==> config.mk <==
export PLATFORM = sky130hd
export DESIGN_NAME = sq_wave_gen_multi_flat
export DESIGN_NICKNAME = d
export VERILOG_FILES = /design/src/rtl/sq_wave_pkg.sv /design/src/rtl/sq_wave_gen_multi_if.sv /design/src/rtl/sq_wave_channel.sv /design/src/rtl/sq_wave_gen_multi.sv /design/src/flat_wrapper.sv
export SDC_FILE = /design/constraint.sdc
export NUM_CORES = 1
export LEC_CHECK = 0
export ABC_AREA = 1
export BUFFER_PORTS_ARGS = -buffer_cell sky130_fd_sc_hd__buf_2
export CORE_MARGIN = 4
export CORE_UTILIZATION = 45
export CTS_BUF_LIST = sky130_fd_sc_hd__clkbuf_8
export CTS_CLUSTER_SIZE = 8
export DETAILED_ROUTE_END_ITERATION = 10
export PLACE_DENSITY = 0.66
export SLEW_MARGIN = 20
export SYNTH_ARGS = -nofsm -noshare
export SYNTH_HDL_FRONTEND = slang
export SYNTH_SLANG_ARGS = --single-unit
==> constraint.sdc <==
create_clock -name clk -period 12 [get_ports clk]
set_clock_uncertainty 0.05 [all_clocks]
set_input_delay 3.6 -clock clk [delete_from_list [all_inputs] [get_ports clk]]
set_output_delay 3.6 -clock clk [all_outputs]
set_load 0.05 [all_outputs]
==> src/rtl/sq_wave_pkg.sv <==
`default_nettype none
// +-------------------------------------------------------------------------+
// | sq_wave_pkg                                                             |
// | Shared config-select encodings, period floor and code clamp helpers.   |
// | Revision: 1.0                                                           |
// +-------------------------------------------------------------------------+
package sq_wave_pkg;

  typedef enum logic [1:0] {
    CFG_PERIOD = 2'd0,
    CFG_HIGH   = 2'd1,
    CFG_AMP    = 2'd2,
    CFG_EN     = 2'd3
  } cfg_sel_e;

  localparam int MIN_PERIOD = 2;

  // Signed sum saturated into the unsigned code range [0, 2^code_w-1].
  function automatic int clamp_code(input int value, input int code_w);
    int max_code;
    max_code = (1 << code_w) - 1;
    if (value < 0) begin
      return 0;
    end else if (value > max_code) begin
      return max_code;
    end else begin
      return value;
    end
  endfunction

  function automatic int ch_idx_w(input int num_ch);
    return (num_ch > 1) ? $clog2(num_ch) : 1;
  endfunction

endpackage
`default_nettype wire

==> src/rtl/sq_wave_gen_multi_if.sv <==
`default_nettype none
// +-------------------------------------------------------------------------+
// | sq_wave_gen_multi_if                                                    |
// | Strobe/config/code bundle; mix_code exists only with SQ_WAVE_MIX_EN.    |
// | Revision: 1.0                                                           |
// +-------------------------------------------------------------------------+
interface sq_wave_gen_multi_if #(
  parameter int NUM_CH  = 4,
  parameter int CODE_W  = 10,
  parameter int COUNT_W = 19
) ();
  import sq_wave_pkg::*;

  localparam int c_ch_w = ch_idx_w(NUM_CH);

  logic                       next_sample;
  logic                       cfg_we;
  logic [c_ch_w-1:0]          cfg_ch;
  logic [1:0]                 cfg_sel;
  logic [COUNT_W-1:0]         cfg_data;
  logic [NUM_CH*CODE_W-1:0]   code;
`ifdef SQ_WAVE_MIX_EN
  logic [CODE_W-1:0]          mix_code;

  modport master (
    output next_sample, cfg_we, cfg_ch, cfg_sel, cfg_data,
    input  code, mix_code
  );

  modport slave (
    input  next_sample, cfg_we, cfg_ch, cfg_sel, cfg_data,
    output code, mix_code
  );
`else
  modport master (
    output next_sample, cfg_we, cfg_ch, cfg_sel, cfg_data,
    input  code
  );

  modport slave (
    input  next_sample, cfg_we, cfg_ch, cfg_sel, cfg_data,
    output code
  );
`endif

endinterface
`default_nettype wire

==> src/rtl/sq_wave_channel.sv <==
`default_nettype none
// +-------------------------------------------------------------------------+
// | sq_wave_channel                                                         |
// | One square-wave lane: free-running counter, config regs, code register.|
// | Revision: 1.0                                                           |
// +-------------------------------------------------------------------------+
module sq_wave_channel
  import sq_wave_pkg::*;
#(
  parameter int CODE_W         = 10,
  parameter int COUNT_W        = 19,
  parameter int MID            = 512,
  parameter int DEFAULT_PERIOD = 284090,
  parameter int DEFAULT_AMP    = 50
) (
  input  wire logic               clk,
  input  wire logic               rst,
  input  wire logic               i_next_sample,
  input  wire logic               i_wr_period,
  input  wire logic               i_wr_high,
  input  wire logic               i_wr_amp,
  input  wire logic               i_wr_en,
  input  wire logic [COUNT_W-1:0] i_cfg_data,
  output logic      [CODE_W-1:0]  o_code
);

  localparam logic [COUNT_W-1:0] c_min_period = COUNT_W'(MIN_PERIOD);
  localparam logic [COUNT_W-1:0] c_def_period = COUNT_W'(DEFAULT_PERIOD);
  localparam logic [COUNT_W-1:0] c_def_high   = COUNT_W'(DEFAULT_PERIOD / 2);
  localparam logic [CODE_W-1:0]  c_def_amp    = CODE_W'(DEFAULT_AMP);
  localparam logic [CODE_W-1:0]  c_mid        = CODE_W'(MID);

  logic [COUNT_W-1:0] r_count;
  logic [COUNT_W-1:0] r_period;
  logic [COUNT_W-1:0] r_high;
  logic [CODE_W-1:0]  r_amp;
  logic               r_en;
  logic [CODE_W-1:0]  r_code;

  logic               w_high;
  logic               w_wrap;
  logic [CODE_W-1:0]  w_code_hi;
  logic [CODE_W-1:0]  w_code_lo;

  // high_time >= period keeps count < high forever; high_time = 0 never does.
  assign w_high    = (r_count < r_high);
  assign w_wrap    = (r_count >= (r_period - COUNT_W'(1)));
  assign w_code_hi = CODE_W'(clamp_code(MID + int'(r_amp), CODE_W));
  assign w_code_lo = CODE_W'(clamp_code(MID - int'(r_amp), CODE_W));

  always_ff @(posedge clk or posedge rst) begin
    if (rst) begin
      r_count  <= '0;
      r_period <= c_def_period;
      r_high   <= c_def_high;
      r_amp    <= c_def_amp;
      r_en     <= 1'b1;
      r_code   <= c_mid;
    end else begin
      if (i_wr_period) begin
        r_period <= (i_cfg_data < c_min_period) ? c_min_period : i_cfg_data;
      end
      if (i_wr_high) begin
        r_high <= i_cfg_data;
      end
      if (i_wr_amp) begin
        r_amp <= i_cfg_data[CODE_W-1:0];
      end
      if (i_wr_en) begin
        r_en <= i_cfg_data[0];
      end

      // Period writes restart the phase; a disabled lane parks its counter at 0.
      if (i_wr_period || !r_en || w_wrap) begin
        r_count <= '0;
      end else begin
        r_count <= r_count + COUNT_W'(1);
      end

      // Sampling reads the registered state, so a same-edge config write is not seen yet.
      if (i_next_sample) begin
        if (!r_en) begin
          r_code <= c_mid;
        end else if (w_high) begin
          r_code <= w_code_hi;
        end else begin
          r_code <= w_code_lo;
        end
      end
    end
  end

  assign o_code = r_code;

endmodule
`default_nettype wire

==> src/rtl/sq_wave_gen_multi.sv <==
`default_nettype none
// +-------------------------------------------------------------------------+
// | sq_wave_gen_multi                                                       |
// | N-channel square-wave code generator; optional saturating mixer built  |
// | when SQ_WAVE_MIX_EN is defined.                                         |
// | Revision: 1.0                                                           |
// +-------------------------------------------------------------------------+
module sq_wave_gen_multi
  import sq_wave_pkg::*;
#(
  parameter int NUM_CH         = 4,
  parameter int CODE_W         = 10,
  parameter int COUNT_W        = 19,
  parameter int MID            = 512,
  parameter int DEFAULT_PERIOD = 284090,
  parameter int DEFAULT_AMP    = 50
) (
  input  wire logic          clk,
  input  wire logic          rst,
  sq_wave_gen_multi_if.slave bus
);

  logic [CODE_W-1:0] w_lane [NUM_CH];
  logic [NUM_CH-1:0] w_wr_period;
  logic [NUM_CH-1:0] w_wr_high;
  logic [NUM_CH-1:0] w_wr_amp;
  logic [NUM_CH-1:0] w_wr_en;

  // Channel indices beyond NUM_CH match no lane, so those writes are dropped.
  always_comb begin
    w_wr_period = '0;
    w_wr_high   = '0;
    w_wr_amp    = '0;
    w_wr_en     = '0;
    for (int k = 0; k < NUM_CH; k++) begin
      if (bus.cfg_we && (int'(bus.cfg_ch) == k)) begin
        w_wr_period[k] = (bus.cfg_sel == CFG_PERIOD);
        w_wr_high[k]   = (bus.cfg_sel == CFG_HIGH);
        w_wr_amp[k]    = (bus.cfg_sel == CFG_AMP);
        w_wr_en[k]     = (bus.cfg_sel == CFG_EN);
      end
    end
  end

  generate
    for (genvar k = 0; k < NUM_CH; k++) begin : g_ch
      sq_wave_channel #(
        .CODE_W         (CODE_W),
        .COUNT_W        (COUNT_W),
        .MID            (MID),
        .DEFAULT_PERIOD (DEFAULT_PERIOD),
        .DEFAULT_AMP    (DEFAULT_AMP)
      ) u_ch (
        .clk           (clk),
        .rst           (rst),
        .i_next_sample (bus.next_sample),
        .i_wr_period   (w_wr_period[k]),
        .i_wr_high     (w_wr_high[k]),
        .i_wr_amp      (w_wr_amp[k]),
        .i_wr_en       (w_wr_en[k]),
        .i_cfg_data    (bus.cfg_data),
        .o_code        (w_lane[k])
      );
    end
  endgenerate

  always_comb begin
    bus.code = '0;
    for (int k = 0; k < NUM_CH; k++) begin
      bus.code[k*CODE_W +: CODE_W] = w_lane[k];
    end
  end

`ifdef SQ_WAVE_MIX_EN
  localparam logic [CODE_W-1:0] c_mid = CODE_W'(MID);

  logic              r_upd;
  logic [CODE_W-1:0] r_mix;
  int                w_mix_sum;

  always_comb begin
    w_mix_sum = MID;
    for (int k = 0; k < NUM_CH; k++) begin
      w_mix_sum = w_mix_sum + (int'(w_lane[k]) - MID);
    end
  end

  // Mix one edge after the lanes refresh, so it always sees a coherent set of codes.
  always_ff @(posedge clk or posedge rst) begin
    if (rst) begin
      r_upd <= 1'b0;
      r_mix <= c_mid;
    end else begin
      r_upd <= bus.next_sample;
      if (r_upd) begin
        r_mix <= CODE_W'(clamp_code(w_mix_sum, CODE_W));
      end
    end
  end

  assign bus.mix_code = r_mix;
`else
`endif

endmodule
`default_nettype wire
==> src/flat_wrapper.sv <==
// flat-port wrapper written by rule: the top's interface ports become plain ports
module sq_wave_gen_multi_flat import sq_wave_pkg::*;
#(
  parameter int NUM_CH         = 4,
  parameter int CODE_W         = 10,
  parameter int COUNT_W        = 19,
  parameter int MID            = 512,
  parameter int DEFAULT_PERIOD = 284090,
  parameter int DEFAULT_AMP    = 50
)
  (clk, rst, bus_next_sample, bus_cfg_we, bus_cfg_ch, bus_cfg_sel, bus_cfg_data, bus_code);
  sq_wave_gen_multi_if #(.NUM_CH(NUM_CH), .CODE_W(CODE_W), .COUNT_W(COUNT_W)) bus_i ();
  input  wire logic clk;
  input  wire logic rst;
  input wire logic [$bits(bus_i.next_sample)-1:0] bus_next_sample;
  input wire logic [$bits(bus_i.cfg_we)-1:0] bus_cfg_we;
  input wire logic [$bits(bus_i.cfg_ch)-1:0] bus_cfg_ch;
  input wire logic [$bits(bus_i.cfg_sel)-1:0] bus_cfg_sel;
  input wire logic [$bits(bus_i.cfg_data)-1:0] bus_cfg_data;
  output wire logic [$bits(bus_i.code)-1:0] bus_code;
  assign bus_i.next_sample = bus_next_sample;
  assign bus_i.cfg_we = bus_cfg_we;
  assign bus_i.cfg_ch = bus_cfg_ch;
  assign bus_i.cfg_sel = bus_cfg_sel;
  assign bus_i.cfg_data = bus_cfg_data;
  assign bus_code = bus_i.code;
  sq_wave_gen_multi #(.NUM_CH(NUM_CH), .CODE_W(CODE_W), .COUNT_W(COUNT_W), .MID(MID), .DEFAULT_PERIOD(DEFAULT_PERIOD), .DEFAULT_AMP(DEFAULT_AMP)) u_core (.clk(clk), .rst(rst), .bus(bus_i));
endmodule
; After elaboration in Yosys (flattened, before gate mapping)
; Index checks and enable logic that the tools add are counted.
[totals]
ff_bits = 312
in_bits = 27
wordCells = 134
[classes]
add_sub_neg = 16
n_lt_le_gt_ge = 25
eq_ne = 6
mux = 45
n_reduce_logical = 18
[op_table]
columns = cell, n
row1 = $mux W10, 24
row2 = $mux W19, 5
row3 = $lt A11 B1 Y1 const B, 8
row4 = $add A19 B1 Y19 const B, 4
row5 = $ge A19 B19 Y1, 4
row6 = $lt A19 B19 Y1, 4
row7 = $sub A19 B1 Y19 const B, 4
row8 = $add A10 B10 Y11 const A, 4
row9 = $gt A11 B10 Y1 const B, 4
row10 = $gt A11 B11 Y1 const B, 4
row11 = $sub A10 B10 Y11 const A, 4
row12 = $lt A19 B2 Y1 const B, 1
row13 = $mux W1, 16
row14 = $eq A2 B2 Y1 const B, 4
row15 = $logic_or A1 B1 Y1, 8
row16 = $eq A2 B1 Y1 const B, 2
row17 = $logic_and A1 B1 Y1, 4
row18 = $logic_not A1 Y1, 4
row19 = $logic_not A2 Y1, 2

; Logic depth before layout (Yosys ltp)
; Gate-level depths: netlist of the first run.
[logic_depth]
depth_word = 6
mapped_depth = 19
ltp_nobuf = 18

; Hierarchy
; A second synthesis of the first run with hierarchy kept.
[unflattened]
hier_cells = 2745
area_unflattened_um2 = 21002.6
[modules_own_cells]
columns = mod, n_inst, cells_each, area_each_um2
row1 = sq_wave_channel, 4, 679, 5222.5
row2 = sq_wave_gen_multi, 1, 29, 112.6

; Worst setup path after synthesis of the first run
; Ideal clock, no wire load.
[synth_path]
path_type = input port to flip-flop
start = in bus_cfg_we
end = reg u_core.g_ch[2].u_ch.r_count[0]
arrival_time_ns = 4.497
setup_slack_ns = 7.325
stages = 8
path_buffers = 1
path_cell_list = inv_2 -> nor2_4 -> nand2_2 -> nor3_4 -> inv_2 -> nand2_4 -> buf_4 -> nor3_1
[synth_between]
elab_chain_cells = 5
[synth_lines]
columns = element, line
row1 = from (decl), flat_wrapper.sv:16  ; input wire logic [$bits(bus_i.cfg_we)-1:0] bus_cfg_we;
row2 = $logic_and A1 B1 Y1, sq_wave_gen_multi.sv:36  ; if (bus.cfg_we && (int'(bus.cfg_ch) == k)) begin
row3 = $mux W1, sq_wave_gen_multi.sv:36
row4 = $logic_or A1 B1 Y1 (2 in series), sq_wave_channel.sv:74  ; if (i_wr_period || !r_en || w_wrap) begin
row5 = $mux W19, sq_wave_channel.sv:74
row6 = to (signal assigned), sq_wave_channel.sv:77  ; r_count <= r_count + COUNT_W'(1);
row7 = to (decl), sq_wave_channel.sv:33  ; logic [COUNT_W-1:0] r_count;
; No other way between the ends.
; A chain may end at the register's enable or synchronous reset.

; Worst setup path after layout of the first run
[layout_path]
start = reg u_core.g_ch[0].u_ch.r_code[9]
end = out bus_code[9]
[layout_lines]
columns = element, line
row1 = from (decl), sq_wave_channel.sv:38  ; logic [CODE_W-1:0] r_code;
row2 = from (signal assigned), sq_wave_channel.sv:58  ; r_code <= c_mid;
row3 = from (signal assigned), sq_wave_channel.sv:83  ; r_code <= c_mid;
row4 = from (signal assigned), sq_wave_channel.sv:85  ; r_code <= w_code_hi;
row5 = to (decl), flat_wrapper.sv:20  ; output wire logic [$bits(bus_i.code)-1:0] bus_code;
; No word-level cell between the ends.

==> results.toml, run 1 <==
[status]
status = "complete, no violations"

[logic_synthesis]
synthArstFlopShare = 1.00
synthDistinctLibCells = 42
ys_seq_area_frac = 0.397
netlist.area_leader.share = 0.265
synthCells = 2636
syn_area_mm2 = 0.0200
yosys_warnings = 0
synth_area_leader_cell = "dfrtp_1"
synth_nets = 2827
synthMostInstantiatedCell = "nand2_1"
ys.flop_type = "dfrtp_1"
syn_area_per_cell_um2 = 7.59
synth-seq-cells = 312
synth_common_cells = "nand2_1, inv_1, nor2_1, dfrtp_1, ha_1"
ys_top_cells_by_area = "dfrtp_1, nand2_1, dfstp_2, ha_1, inv_1"
synth_edf_count = 0

[critical_path]
crit_buf_inv = 1
slowest_stage = "dfstp_2"
cp.arrival_ps = 1480
cpLargestDelayFamily = "flip-flops"
required_ps = 8350
end_kind = "primary output"
worstPathCellList = "buf_2"
crit_type = "reg -> out"
critical-path-max-stage-delay_ps = 560
crit_fanout = 2
cp-start-kind = "flip-flop"

[power_and_ir_drop]
pwr-share-comb = 0.301
p_clk_frac = 0.291
switching_share = 0.376
power.density_mw_per_mm2 = 164
switching_power_w = 0.00136
vdd_ir_drop_max_v = 0.0000874
power_frac_seq = 0.408
internal_power_w = 0.00225
p_leak_nw = 10.8

[cts]
cts_made_buffers = 56
cts_root_buf = "clkbuf_8"
cts_resized = 0
cts.sinks = 312
clkTransAtPathRegs_ps = 60
clock_latency_ps = 650
cts_max_path_buffers = 3
ctsHoldBuffers = 0
postCtsSetupBuffers = 0
htreeDepth = 2
cts_tree = "built"

[grt]
grt_max_degree = 186
grt_pass1_wl_um = 87000
grt_usage = 0.223
antenna_found_initial = 0
grt_pass1_vias = 17112
grt_remaining_overflow = 0

[routing]
drc_errors = 0
drt-vias-per-instance = 5.22
num_vias = 17449
drt_pass1_iterations = 5
antenna_left = 0
drt-wirelength-per-cell_um = 15.8
drtIter0Drc = 1189
drt-total-wl_um = 52700

[floorplan]
dieArea_mm2 = 0.0479
fp.dieW_um = 219
design.core.area_mm2 = 0.0436
io_pins = 67
chipHeight_um = 219
initial_core_util = 0.459
rows = 76

[timing]
max_freq_mhz = 195
tns_ps = 0
slew_headroom = 0.319
period_minus_slack_ps = 5130
drv_slew = 0
setup_viol = 0
rsz0062_at_grt = "false"
finalHoldViolCount = 0
fin_crit_sh = 0.427
worstMarginPinSlew_ps = 1020

[final_layout]
n_antenna_cell = 0
layout-drive-gt1-share = 0.116
nNetsFinal = 2901
synthToLayoutAreaGrowth_pct = 10.3
utilization = 0.506

[job]
cap_viol_max_count = 0

[placed_design]
portBuffers = 66
hpwl_um = 38000
gp_congestion = 0.907

[worst_hold_path]
min_path_type = "reg -> reg"
power by group through the flow:
stage | sequential, W | combinational (W) | clock (W)
2_1_floorplan | 0.00152 | 0.000764 | 0
3_3_place_gp | 0.00149 | 0.00105 | 0
3_5_place_dp | 0.00149 | 0.00109 | 0
4_1_cts | 0.00147 | 0.00109 | 0.00108
5_1_grt | 0.00150 | 0.00125 | 0.00113
6_report | 0.00147 | 0.00109 | 0.00105
final cells by class:
class / count / area [um2]
inverter: 283 / 1070
clock buffer: 73 / 1000
clock inverter: 33 / 198
tap: 585 / 732
multi-input combinational: 1983 / 10700
fill: 4321 / 21500
timing repair buffer: 74 / 403
sequential: 312 / 7930
per-layer routing:
metal,vias up,global-route usage,wire length (um)
met5,-,0,0
met4,0,0.0718,1360
met3,90,0.0336,2830
met2,405,0.380,25100
met1,8216,0.292,23400
li1,8738,-,-
flip-flops by register name, summed over array words and instances (netlist names):
name and flops:
u_core.g_ch.u_ch.r_count 76, u_core.g_ch.u_ch.r_period 76, u_core.g_ch.u_ch.r_amp 40, u_core.g_ch.u_ch.o_code 40, u_core.g_ch.u_ch.r_en 4, u_core.g_ch.u_ch.r_high 76
final timing paths:
kind	start	to	slack, ps	depth (start not counted)
setup reg to reg	u_core.g_ch[0].u_ch.r_period[0]$_DFFE_PP0P_	u_core.g_ch[0].u_ch.r_count[9]$_DFF_PP0_	8710	11
hold / removal	u_core.g_ch[0].u_ch.r_high[2]$_DFFE_PP1P_	u_core.g_ch[0].u_ch.r_high[2]$_DFFE_PP1P_	420	2
hold reg to reg	u_core.g_ch[0].u_ch.r_high[2]$_DFFE_PP1P_	u_core.g_ch[0].u_ch.r_high[2]$_DFFE_PP1P_	420	2
max in group asynchronous	rst	u_core.g_ch[1].u_ch.r_count[9]$_DFF_PP0_	7160	4
setup / recovery	u_core.g_ch[0].u_ch.o_code[9]$_DFFE_PP1P_	bus_code[9]	6870	1
min in group asynchronous	rst	u_core.g_ch[2].u_ch.r_high[14]$_DFFE_PP0P_	3170	3
cells in the final DEF (no fill, tap or decap), types with 3 or more instances in the layout:
| cell type | netlist | layout |
|---|---|---|
| nand4_1 | 62 | 62 |
| nor2_1 | 262 | 262 |
| inv_1 | 272 | 290 |
| xnor2_1 | 33 | 33 |
| nand3_1 | 155 | 155 |
| a31oi_1 | 7 | 7 |
| nand2_1 | 754 | 753 |
| clkbuf_8 | 0 | 73 |
| clkinv_2 | 0 | 10 |
| clkinv_1 | 5 | 4 |
| dfrtp_1 | 212 | 212 |
| nand4_2 | 4 | 4 |
| and2_1 | 4 | 4 |
| a21oi_1 | 55 | 55 |
| nor3_1 | 109 | 107 |
| buf_4 | 3 | 7 |
| xor2_1 | 96 | 96 |
| or2_2 | 9 | 9 |
| nor3_2 | 4 | 6 |
| nand2_2 | 10 | 11 |
| o21ai_1 | 90 | 90 |
| a21oi_4 | 3 | 3 |
| a21o_1 | 6 | 6 |
| nor2_2 | 4 | 4 |
| nor4_1 | 9 | 9 |
| o21ai_0 | 121 | 121 |
| ha_1 | 164 | 164 |
| nand3b_1 | 4 | 4 |
| inv_2 | 6 | 7 |
| buf_2 | 25 | 66 |
| nand3_2 | 4 | 4 |
| dfstp_2 | 100 | 100 |
stage by stage:
step	cells	hold slack, ps	setup WS [ps]	power (W)	cell area [um2]
floorplan	2636	400	4280	0.00228	20000
finish	3343	424	6870	0.00361	22100
global placement	3237	412	6530	0.00254	20900
CTS	3343	426	6820	0.00364	22100
detailed placement	3237	411	6490	0.00257	20900
global route	3343	434	6820	0.00388	22100
kinds of logic (layout without fill, tap and decap cells):
family	count (synthesis)	count (layout)	synth area share
compound gates	288	288	0.0758
xor+xnor	129	129	0.0565
fa+ha+maj	164	164	0.103
buf+inv	341	463	0.0680
flops	312	312	0.397
simple gates	1402	1402	0.301
No activity file was read; power rests on OpenSTA's default activity.
==> run 2: changes to the inputs <==
--- a/config.mk
+++ b/config.mk
@@ -12,7 +12,7 @@
 export CTS_BUF_LIST = sky130_fd_sc_hd__clkbuf_8
 export CTS_CLUSTER_SIZE = 8
 export DETAILED_ROUTE_END_ITERATION = 10
-export PLACE_DENSITY = 0.66
+export PLACE_DENSITY = 0.64
 export SLEW_MARGIN = 20
 export SYNTH_ARGS = -nofsm -noshare
 export SYNTH_HDL_FRONTEND = slang
==> constraint.sdc (replaced) <==
create_clock -name clk -period 5.17 [get_ports clk]
set_clock_uncertainty 0.05 [all_clocks]
set_input_delay 1.551 -clock clk [delete_from_list [all_inputs] [get_ports clk]]
set_output_delay 1.551 -clock clk [all_outputs]
set_load 0.05 [all_outputs]
==> results.toml, run 2 (synthesis gave the netlist of run 1 again) <==
[status]
status = "complete, no violations"

[job]
cap_viol_max_count = 0

[final_layout]
fillCellCount = 4321
top_regs = "u_core.g_ch.u_ch.r_count: 76 flops, u_core.g_ch.u_ch.r_high: 76 flops, u_core.g_ch.u_ch.r_period: 76 flops"
layout.cells.non_filler = 3350
layout-drive-gt1-share = 0.119
nNetsFinal = 2906
utilization = 0.511
synthToLayoutAreaGrowth_pct = 11.3
layout_commonest_cell = "nand2_1"
final_cell_mix = "nand2_1, inv_1, nor2_1"

[cts]
cts_made_buffers = 58
cts.sinks = 312
cts_root_buf = "clkbuf_8"
cts_max_path_buffers = 3
ctsHoldBuffers = 0
clock_latency_ps = 640
htreeDepth = 2
postCtsSetupBuffers = 0
cts_resized = 0
cts_tree = "built"
clkTransAtPathRegs_ps = 70

[placed_design]
hpwl_um = 38100
portBuffers = 66
dp.cells = 3240
gp_congestion = 0.919

[timing]
slew_headroom = 0.361
finalHoldViolCount = 0
max_freq_mhz = 303
fin_crit_sh = 0.638
rsz0062_at_grt = "false"
setup_viol = 0
period_minus_slack_ps = 3300
tns_ps = 0
hold_ws_ps = 421
drv_slew = 0
worstMarginPinSlew_ps = 953

[floorplan]
design.core.area_mm2 = 0.0436
dieArea_mm2 = 0.0479
fp.dieW_um = 219
initial_core_util = 0.459
rows = 76
io_pins = 67
chipHeight_um = 219

[worst_hold_path]
min_path_type = "reg -> reg"

[grt]
antenna_found_initial = 2
grt_pass1_wl_um = 86400
grt_remaining_overflow = 0
grt_usage = 0.223
grt_pass1_vias = 16750
grt_max_degree = 133

[routing]
drt-vias-per-instance = 5.19
drt-total-wl_um = 53200
drtIter0Drc = 1246
num_vias = 17384
antenna_left = 0
drt-wirelength-per-cell_um = 15.9
drt_pass1_iterations = 6
drc_errors = 0

[critical_path]
cp.arrival_ps = 3790
cp-start-kind = "flip-flop"
end_kind = "flip-flop"
crit_type = "reg -> reg"
required_ps = 5650
crit_fanout = 19

[power_and_ir_drop]
p_leak_nw = 10.8
vdd_ir_drop_max_v = 0.000229
power.density_mw_per_mm2 = 390
==> run 2: changes by cell type in the layout (fill, tap and decap cells not counted), sizes merged <==
cell      previous run  this run
bufinv               2         5
buf                 74        77
clkinvlp             2         3
clkbuf              73        79
clkinv              14        13
inv                298       292
diode                0         1
==> run 2: area by class of cell <==
type,count,area [um2],area share
Antenna cell,1,2.50,0.000112
Clock buffer,79,1090,0.0488
Clock inverter,30,274,0.0123
Inverter,283,1070,0.0479
Multi-Input combinational cell,1983,10700,0.482
Sequential cell,312,7930,0.356
Tap cell,585,732,0.0329
Timing Repair Buffer,77,438,0.0197
==> run 2: critical path: stages (launching register included) <==
cell and delay, ps:
dfrtp_1 410, inv_1 180, ha_1 270, nand2_1 110, inv_1 80, nand2_1 120, nor3_1 300, xor2_1 230
ha_1 300, a21oi_1 140, o21ai_0 100, a21oi_1 170, nand4_2 440, nor3_1 300
==> run 2: per-layer routing <==
layer | GRT usage | up-vias | wire length [um]
li1 | - | 8750 | -
met1 | 0.305 | 8084 | 24300
met2 | 0.362 | 445 | 24400
met3 | 0.0354 | 103 | 2900
met4 | 0.0773 | 2 | 1560
met5 | 0 | - | 7
==> run 2: stage by stage <==
step                      setup slack [ps]  area, um2  total power, W
after floorplan                       -504      20000         0.00530
after global placement                1750      20900         0.00589
after detailed placement              1670      20900         0.00598
after CTS                             1880      22300         0.00875
after global routing                  1600      22300         0.00930
final                                 1870      22300         0.00867
==> run 2: worst paths after layout <==
kind | slack [ps] | from | depth (start not counted) | end
max | 1870 | u_core.g_ch[2].u_ch.r_period[0]$_DFFE_PP0P_ | 13 | u_core.g_ch[2].u_ch.r_count[10]$_DFF_PP0_
min | 420 | u_core.g_ch[1].u_ch.o_code[6]$_DFFE_PP0P_ | 2 | u_core.g_ch[1].u_ch.o_code[6]$_DFFE_PP0P_
max reg2reg | 1870 | u_core.g_ch[2].u_ch.r_period[0]$_DFFE_PP0P_ | 13 | u_core.g_ch[2].u_ch.r_count[10]$_DFF_PP0_
min reg2reg | 420 | u_core.g_ch[1].u_ch.o_code[6]$_DFFE_PP0P_ | 2 | u_core.g_ch[1].u_ch.o_code[6]$_DFFE_PP0P_
max in group asynchronous | 3210 | rst | 3 | u_core.g_ch[1].u_ch.r_count[13]$_DFF_PP0_
min in group asynchronous | 840 | rst | 2 | u_core.g_ch[0].u_ch.r_period[17]$_DFFE_PP0P_
==> run 2: power by group <==
part	switching [W]	internal, W
Clock	0.00110	0.00161
Combinational	0.00166	0.000886
Sequential	0.000439	0.00298
